--- src/rtl/eth_bus_arbiter_if.sv ---
// ---------------------------------------------------------------------------
// eth_bus_arbiter_if
// Bundles every signal between the three requester FSMs, the KSZ8851
// register-access sequencer and the arbiter.
//   Requester side : req, req_offset, req_length, req_wr, req_wdata,
//                    req_newcmd, req_dummy (packed {rx, tx, init})
//   Sequencer side : offset, length, WR, writeData, NewCommand, Dummy_Read
//                    (arbiter outputs) and state (sequencer input)
//   Status         : grant, busy, timeout_err, timeout_owner
// Modports:
//   slave  - the arbiter itself
//   master - the environment (requesters + sequencer) that drives it
// ---------------------------------------------------------------------------
interface eth_bus_arbiter_if;
  logic [2:0]  req;
  logic [23:0] req_offset;
  logic [2:0]  req_length;
  logic [2:0]  req_wr;
  logic [47:0] req_wdata;
  logic [2:0]  req_newcmd;
  logic [2:0]  req_dummy;

  logic [2:0]  grant;
  logic [7:0]  offset;
  logic        length;
  logic        WR;
  logic [15:0] writeData;
  logic        NewCommand;
  logic        Dummy_Read;

  logic [3:0]  state;
  logic        busy;
  logic        timeout_err;
  logic [1:0]  timeout_owner;

  modport slave (
    input  req, req_offset, req_length, req_wr, req_wdata, req_newcmd,
           req_dummy, state,
    output grant, offset, length, WR, writeData, NewCommand, Dummy_Read,
           busy, timeout_err, timeout_owner
  );

  modport master (
    output req, req_offset, req_length, req_wr, req_wdata, req_newcmd,
           req_dummy, state,
    input  grant, offset, length, WR, writeData, NewCommand, Dummy_Read,
           busy, timeout_err, timeout_owner
  );
endinterface

--- src/rtl/eth_bus_arbiter.sv ---
// ---------------------------------------------------------------------------
// eth_bus_arbiter
// Shares one KSZ8851 register-access sequencer between the Initialization
// (0), Transmission (1) and Reception (2) requester FSMs. Init has fixed top
// priority; tx/rx alternate round-robin when both request. Ownership only
// changes once the sequencer is back in its Wait state, and a watchdog takes
// the bus back from an owner that holds it too long.
// Ports:
//   sysclk - system clock, everything on posedge
//   reset  - synchronous active-high reset
//   bus    - eth_bus_arbiter_if.slave (requests, sequencer bus, status)
// Parameters:
//   TIMEOUT_CYCLES - max cycles a grant may be held (1..65535)
//   WAIT_STATE     - sequencer state code meaning idle/Wait
// ---------------------------------------------------------------------------
module eth_bus_arbiter #(
  parameter int unsigned TIMEOUT_CYCLES = 32'd65535,
  parameter logic [3:0]  WAIT_STATE     = 4'b1001
) (
  input logic              sysclk,
  input logic              reset,
  eth_bus_arbiter_if.slave bus
);

  typedef enum logic [1:0] {
    ST_IDLE  = 2'd0,
    ST_GRANT = 2'd1,
    ST_DRAIN = 2'd2,
    ST_GUARD = 2'd3
  } arb_state_e;

  // Timer value seen on the last permitted cycle of a grant.
  localparam logic [15:0] TIMER_LAST = 16'(TIMEOUT_CYCLES - 32'd1);

  arb_state_e  fsm_q, fsm_d;
  logic [2:0]  grant_q, grant_d;
  logic [1:0]  owner_q, owner_d;
  logic [1:0]  rr_next_q, rr_next_d;
  logic [15:0] timer_q, timer_d;
  logic        busy_q, busy_d;
  logic        timeout_err_q, timeout_err_d;
  logic [1:0]  timeout_owner_q, timeout_owner_d;
  logic        owner_hold_s;

  // The owner keeps the bus while either its request or its NewCommand is up,
  // so a request drop mid-command never splits an access.
  assign owner_hold_s = (|(bus.req & grant_q)) | (|(bus.req_newcmd & grant_q));

  // Next-state and next-output computation for the arbitration FSM.
  always_comb begin
    fsm_d           = fsm_q;
    grant_d         = grant_q;
    owner_d         = owner_q;
    rr_next_d       = rr_next_q;
    timer_d         = timer_q;
    timeout_err_d   = 1'b0;
    timeout_owner_d = timeout_owner_q;
    case (fsm_q)
      ST_IDLE: begin
        timer_d = 16'd0;
        if (bus.req[0]) begin
          grant_d = 3'b001;
          owner_d = 2'd0;
          fsm_d   = ST_GRANT;
        end else if (bus.req[1] && (!bus.req[2] || (rr_next_q == 2'd1))) begin
          grant_d   = 3'b010;
          owner_d   = 2'd1;
          rr_next_d = 2'd2;
          fsm_d     = ST_GRANT;
        end else if (bus.req[2]) begin
          grant_d   = 3'b100;
          owner_d   = 2'd2;
          rr_next_d = 2'd1;
          fsm_d     = ST_GRANT;
        end else begin
          fsm_d = ST_IDLE;
        end
      end
      ST_GRANT: begin
        timer_d = timer_q + 16'd1;
        // Watchdog is checked first so it wins over a coincident release.
        if (timer_q == TIMER_LAST) begin
          grant_d         = 3'b000;
          timeout_err_d   = 1'b1;
          timeout_owner_d = owner_q;
          fsm_d           = ST_DRAIN;
        end else if (!owner_hold_s) begin
          grant_d = 3'b000;
          fsm_d   = ST_DRAIN;
        end else begin
          fsm_d = ST_GRANT;
        end
      end
      ST_DRAIN: begin
        if (bus.state == WAIT_STATE) begin
          fsm_d = ST_GUARD;
        end else begin
          fsm_d = ST_DRAIN;
        end
      end
      ST_GUARD: begin
        fsm_d = ST_IDLE;
      end
      default: begin
        grant_d = 3'b000;
        fsm_d   = ST_IDLE;
      end
    endcase
    busy_d = (fsm_d != ST_IDLE);
  end

  // State and registered-output flops with synchronous reset.
  always_ff @(posedge sysclk) begin
    if (reset) begin
      fsm_q           <= ST_IDLE;
      grant_q         <= 3'b000;
      owner_q         <= 2'd0;
      rr_next_q       <= 2'd1;
      timer_q         <= 16'd0;
      busy_q          <= 1'b0;
      timeout_err_q   <= 1'b0;
      timeout_owner_q <= 2'd0;
    end else begin
      fsm_q           <= fsm_d;
      grant_q         <= grant_d;
      owner_q         <= owner_d;
      rr_next_q       <= rr_next_d;
      timer_q         <= timer_d;
      busy_q          <= busy_d;
      timeout_err_q   <= timeout_err_d;
      timeout_owner_q <= timeout_owner_d;
    end
  end

  // Sequencer bus mux, driven from the registered grant; all-zero when idle.
  always_comb begin
    bus.offset     = 8'h00;
    bus.length     = 1'b0;
    bus.WR         = 1'b0;
    bus.writeData  = 16'h0000;
    bus.NewCommand = 1'b0;
    bus.Dummy_Read = 1'b0;
    case (grant_q)
      3'b001: begin
        bus.offset     = bus.req_offset[7:0];
        bus.length     = bus.req_length[0];
        bus.WR         = bus.req_wr[0];
        bus.writeData  = bus.req_wdata[15:0];
        bus.NewCommand = bus.req_newcmd[0];
        bus.Dummy_Read = bus.req_dummy[0];
      end
      3'b010: begin
        bus.offset     = bus.req_offset[15:8];
        bus.length     = bus.req_length[1];
        bus.WR         = bus.req_wr[1];
        bus.writeData  = bus.req_wdata[31:16];
        bus.NewCommand = bus.req_newcmd[1];
        bus.Dummy_Read = bus.req_dummy[1];
      end
      3'b100: begin
        bus.offset     = bus.req_offset[23:16];
        bus.length     = bus.req_length[2];
        bus.WR         = bus.req_wr[2];
        bus.writeData  = bus.req_wdata[47:32];
        bus.NewCommand = bus.req_newcmd[2];
        bus.Dummy_Read = bus.req_dummy[2];
      end
      default: begin
        bus.offset     = 8'h00;
        bus.length     = 1'b0;
        bus.WR         = 1'b0;
        bus.writeData  = 16'h0000;
        bus.NewCommand = 1'b0;
        bus.Dummy_Read = 1'b0;
      end
    endcase
  end

  assign bus.grant         = grant_q;
  assign bus.busy          = busy_q;
  assign bus.timeout_err   = timeout_err_q;
  assign bus.timeout_owner = timeout_owner_q;

endmodule

--- src/flat_wrapper.sv ---
// flat-port wrapper written by rule: the top's interface ports become plain ports
module eth_bus_arbiter_flat 
#(
  parameter int unsigned TIMEOUT_CYCLES = 32'd65535,
  parameter logic [3:0]  WAIT_STATE     = 4'b1001
)
  (sysclk, reset, bus_req, bus_req_offset, bus_req_length, bus_req_wr, bus_req_wdata, bus_req_newcmd, bus_req_dummy, bus_state, bus_grant, bus_offset, bus_length, bus_WR, bus_writeData, bus_NewCommand, bus_Dummy_Read, bus_busy, bus_timeout_err, bus_timeout_owner);
  eth_bus_arbiter_if bus_i ();
  input logic sysclk;
  input logic reset;
  input wire logic [$bits(bus_i.req)-1:0] bus_req;
  input wire logic [$bits(bus_i.req_offset)-1:0] bus_req_offset;
  input wire logic [$bits(bus_i.req_length)-1:0] bus_req_length;
  input wire logic [$bits(bus_i.req_wr)-1:0] bus_req_wr;
  input wire logic [$bits(bus_i.req_wdata)-1:0] bus_req_wdata;
  input wire logic [$bits(bus_i.req_newcmd)-1:0] bus_req_newcmd;
  input wire logic [$bits(bus_i.req_dummy)-1:0] bus_req_dummy;
  input wire logic [$bits(bus_i.state)-1:0] bus_state;
  output wire logic [$bits(bus_i.grant)-1:0] bus_grant;
  output wire logic [$bits(bus_i.offset)-1:0] bus_offset;
  output wire logic [$bits(bus_i.length)-1:0] bus_length;
  output wire logic [$bits(bus_i.WR)-1:0] bus_WR;
  output wire logic [$bits(bus_i.writeData)-1:0] bus_writeData;
  output wire logic [$bits(bus_i.NewCommand)-1:0] bus_NewCommand;
  output wire logic [$bits(bus_i.Dummy_Read)-1:0] bus_Dummy_Read;
  output wire logic [$bits(bus_i.busy)-1:0] bus_busy;
  output wire logic [$bits(bus_i.timeout_err)-1:0] bus_timeout_err;
  output wire logic [$bits(bus_i.timeout_owner)-1:0] bus_timeout_owner;
  assign bus_i.req = bus_req;
  assign bus_i.req_offset = bus_req_offset;
  assign bus_i.req_length = bus_req_length;
  assign bus_i.req_wr = bus_req_wr;
  assign bus_i.req_wdata = bus_req_wdata;
  assign bus_i.req_newcmd = bus_req_newcmd;
  assign bus_i.req_dummy = bus_req_dummy;
  assign bus_i.state = bus_state;
  assign bus_grant = bus_i.grant;
  assign bus_offset = bus_i.offset;
  assign bus_length = bus_i.length;
  assign bus_WR = bus_i.WR;
  assign bus_writeData = bus_i.writeData;
  assign bus_NewCommand = bus_i.NewCommand;
  assign bus_Dummy_Read = bus_i.Dummy_Read;
  assign bus_busy = bus_i.busy;
  assign bus_timeout_err = bus_i.timeout_err;
  assign bus_timeout_owner = bus_i.timeout_owner;
  eth_bus_arbiter #(.TIMEOUT_CYCLES(TIMEOUT_CYCLES), .WAIT_STATE(WAIT_STATE)) u_core (.sysclk(sysclk), .reset(reset), .bus(bus_i));
endmodule
--- config.mk ---
export PLATFORM = sky130hd
export DESIGN_NAME = eth_bus_arbiter_flat
export DESIGN_NICKNAME = d
export VERILOG_FILES = /design/src/rtl/eth_bus_arbiter_if.sv /design/src/rtl/eth_bus_arbiter.sv /design/src/flat_wrapper.sv
export SDC_FILE = /design/constraint.sdc
export NUM_CORES = 1
export LEC_CHECK = 0
export CAP_MARGIN = 20
export CELL_PAD_IN_SITES_DETAIL_PLACEMENT = 1
export CELL_PAD_IN_SITES_GLOBAL_PLACEMENT = 1
export CORE_MARGIN = 4
export CORE_UTILIZATION = 25
export DETAILED_ROUTE_END_ITERATION = 8
export PLACE_DENSITY = 0.91
export SLEW_MARGIN = 25
export SYNTH_ARGS = -nofsm -noshare
export SYNTH_HDL_FRONTEND = slang
export SYNTH_SLANG_ARGS = --single-unit
--- constraint.sdc ---
create_clock -name sysclk -period 3.5 [get_ports sysclk]
set_input_delay 0.7 -clock sysclk [delete_from_list [all_inputs] [get_ports sysclk]]
set_output_delay 0.7 -clock sysclk [all_outputs]
set_load 0.05 [all_outputs]
==> flow_summary.yaml <==
placed_design:
  gp_congestion: 0.817
  dp_hpwl_mm: 7.10
  numPortBuffers: 127
  pre_cts_slack_ps: 863
setup_path:
  critPathRequiredTime_ps: 2800
  crit_type: "reg -> out"
  critPathArrivalTime_ps: 2240
  startpoint_type: "register"
  crit_fanout: 15
  end_kind: "output port"
  r2r_start: "u_core.bus.grant[0]$_SDFFE_PP0P_"
  crit_path_start: "u_core.bus.grant[1]$_SDFFE_PP0P_"
worst_hold_path:
  hp-start: "u_core.owner_q[0]$_SDFFE_PP0P_"
  holdCritPathClass: "reg -> reg"
timing:
  hold_viol: 0
  setup_violations: 0
  max_slew.worst_pin.slew_ps: 795
  setup_ws_ps: 556
  rsz0062_at_grt: "false"
  finalCritPeriodShare_pct: 84.1
  slew_headroom_pct: 46.9
  whs_ps: 476
  skew_ps: 6.17
  fin_crit_ps: 2940
  fmax_mhz: 340
  tns_ps: 0
  slew_viol_final: 0
final_layout:
  nNetsFinal: 471
  drive_gt1_share_pct: 12.8
  diodes: 0
  area_growth_pct: 87.2
  final_util_pct: 48.1
power:
  vdd_ir_drop_max_mv: 0.201
  p_leak_uw: 0.00121
  cellPowerDensity_mw_per_mm2: 418
global_routing:
  grt_pass1_wl_mm: 13.4
  grt_pass1_vias: 2473
  track_usage_pct: 19.2
  grt_max_degree: 25
  grt-ovfl-total: 0
  antenna_found_initial: 0
drt:
  dr_wl_met3_um: 934
  first_pass_iters: 4
  ant_nets: 0
  wl_per_cell_um: 18.5
  route.detailed.drc: 0
  wl_met2_mm: 4.32
  drtIter0Drc: 109
  drt-met1-wl_mm: 3.26
  top_layer: "met4"
  wl_mm: 8.78
  vias_per_cell: 5.11
  vias: 2426
clock_network:
  clk_pin_slew_ps: 60
  clockRootBuffer: "clkbuf_8"
  clk_latency_ps: 280
  cts-htree-levels: 2
  cts_buffers: 5
  cts.sinks: 29
  cts_setup_buffers: 0
  cts_resized: 0
  cts_tree: "yes"
  cts_buffer_depth: 2
  ctsHoldBuffers: 0
yosys:
  synth_enable_flop_cells: 0
  yosysSeqAreaShare_pct: 31.1
  yosys_most_used_dff: "dfxtp_1"
  syn_avg_cell_area_um2: 7.40
  synthesis.nets: 347
  synth.distinct_cells: 42
  syn_inst: 252
  synth_area_mm2: 0.00187
  yosysWarnings: 0
  synth-seq-cells: 29
  synth-async-reset-ratio_pct: 0
floorplanning:
  initial_core_util_pct: 25.7
  die_w_um: 94.4
  fp.dieH_um: 94.4
  coreArea_mm2: 0.00725
  io_pins: 128
  fp.dieArea_mm2: 0.00891
  rows: 31
flow_run:
  maxCapViolCount: 0
run_status:
  status: "finished clean"
per-stage QoR:
stage	instances	instance area, µm²	power [µW]
floorplan	252	1870	799
CTS	475	3490	1470
finish	475	3490	1460
global route	475	3490	1530
detailed placement	468	3410	1190
global placement	468	3410	1170
cells in the mapped netlist (5+ instances only):
master    instances  area (µm²)
a21oi_1           7        35.0
a22oi_1          29         218
buf_2             6        30.0
clkbuf_1          9        33.8
dfxtp_1          29         581
nand2_1          35         131
nand3_1           6        30.0
nand4_1           5        31.3
nor2_1           22        82.6
nor3_1            6        30.0
nor4_1            6        37.5
o21ai_0          36         180
xnor2_1           9        78.8
final cells by class:
type / count / area, µm²
clock buffers: 7 / 86.3
fillers: 846 / 3760
inverters: 4 / 15.0
multi-input cells: 202 / 1190
flip-flops and latches: 29 / 581
well taps: 99 / 124
repair buffers: 134 / 1490
worst paths after layout:
check	to	slack, ps	cells after the start
setup reg to reg	u_core.bus.grant[0]$_SDFFE_PP0P_	1490	4
setup / recovery	bus_writeData[7]	560	5
hold / removal	u_core.owner_q[0]$_SDFFE_PP0P_	480	2
hold reg to reg	u_core.owner_q[0]$_SDFFE_PP0P_	480	2
where the power goes:
group	internal, µW	switching (µW)	total, µW
sequential	353	39.8	393
clock	155	119	274
combinational	350	442	792
metal layers:
layer	global-route usage [%]	up-vias
li1	-	1169
met1	20.4	1147
met2	34.2	92
met3	7.81	18
met4	6.38	0
met5	0	-
flip-flops by register name (all words and copies together), names as in the netlist:
name and count:
u_core.rr_next_q 2, u_core.owner_q 2, u_core.bus.busy 1, u_core.bus.timeout_owner 2
u_core.bus.timeout_err 1, u_core.bus.grant 3, u_core.timer_q 16, u_core.fsm_q 2
worst max-delay path: stages, from the launching register on:
cell     delay, ps
dfxtp_1        440
nor2b_2        610
buf_4          300
a22oi_1         70
o21ai_0        270
buf_4          260
cell families (layout without fill, tap and decap cells):
group	Yosys count	in the layout	synth area share (%)
and+or+nand+nor	104	104	28.3
AOI/OAI and AO/OA	83	83	28.0
DFF	29	29	31.1
buffers and inverters	21	145	5.10
xor gates and xnor gates	13	13	6.10
adders and majority gates	2	2	1.34
cells in the final DEF, fill, tap and decap left out, types with 2 or more instances in the layout:
cell and instances:
nand2b_1 3, inv_1 4, nand2_1 35, a21oi_1 7, and3_1 2, and4_1 2, dfxtp_1 29, ha_1 2
clkbuf_8 6, xor2_1 4, buf_4 16, or2_2 2, or3_1 4, nand3_1 6, buf_12 19, nor4_1 6
a22oi_1 29, clkdlybuf4s50_1 99, nor3_1 6, nor2_1 22, o21ai_0 36, nor2b_2 2, nand4_1 5, nor2b_1 2
xnor2_1 9
Note: power is estimated with default switching activity, not from simulation.
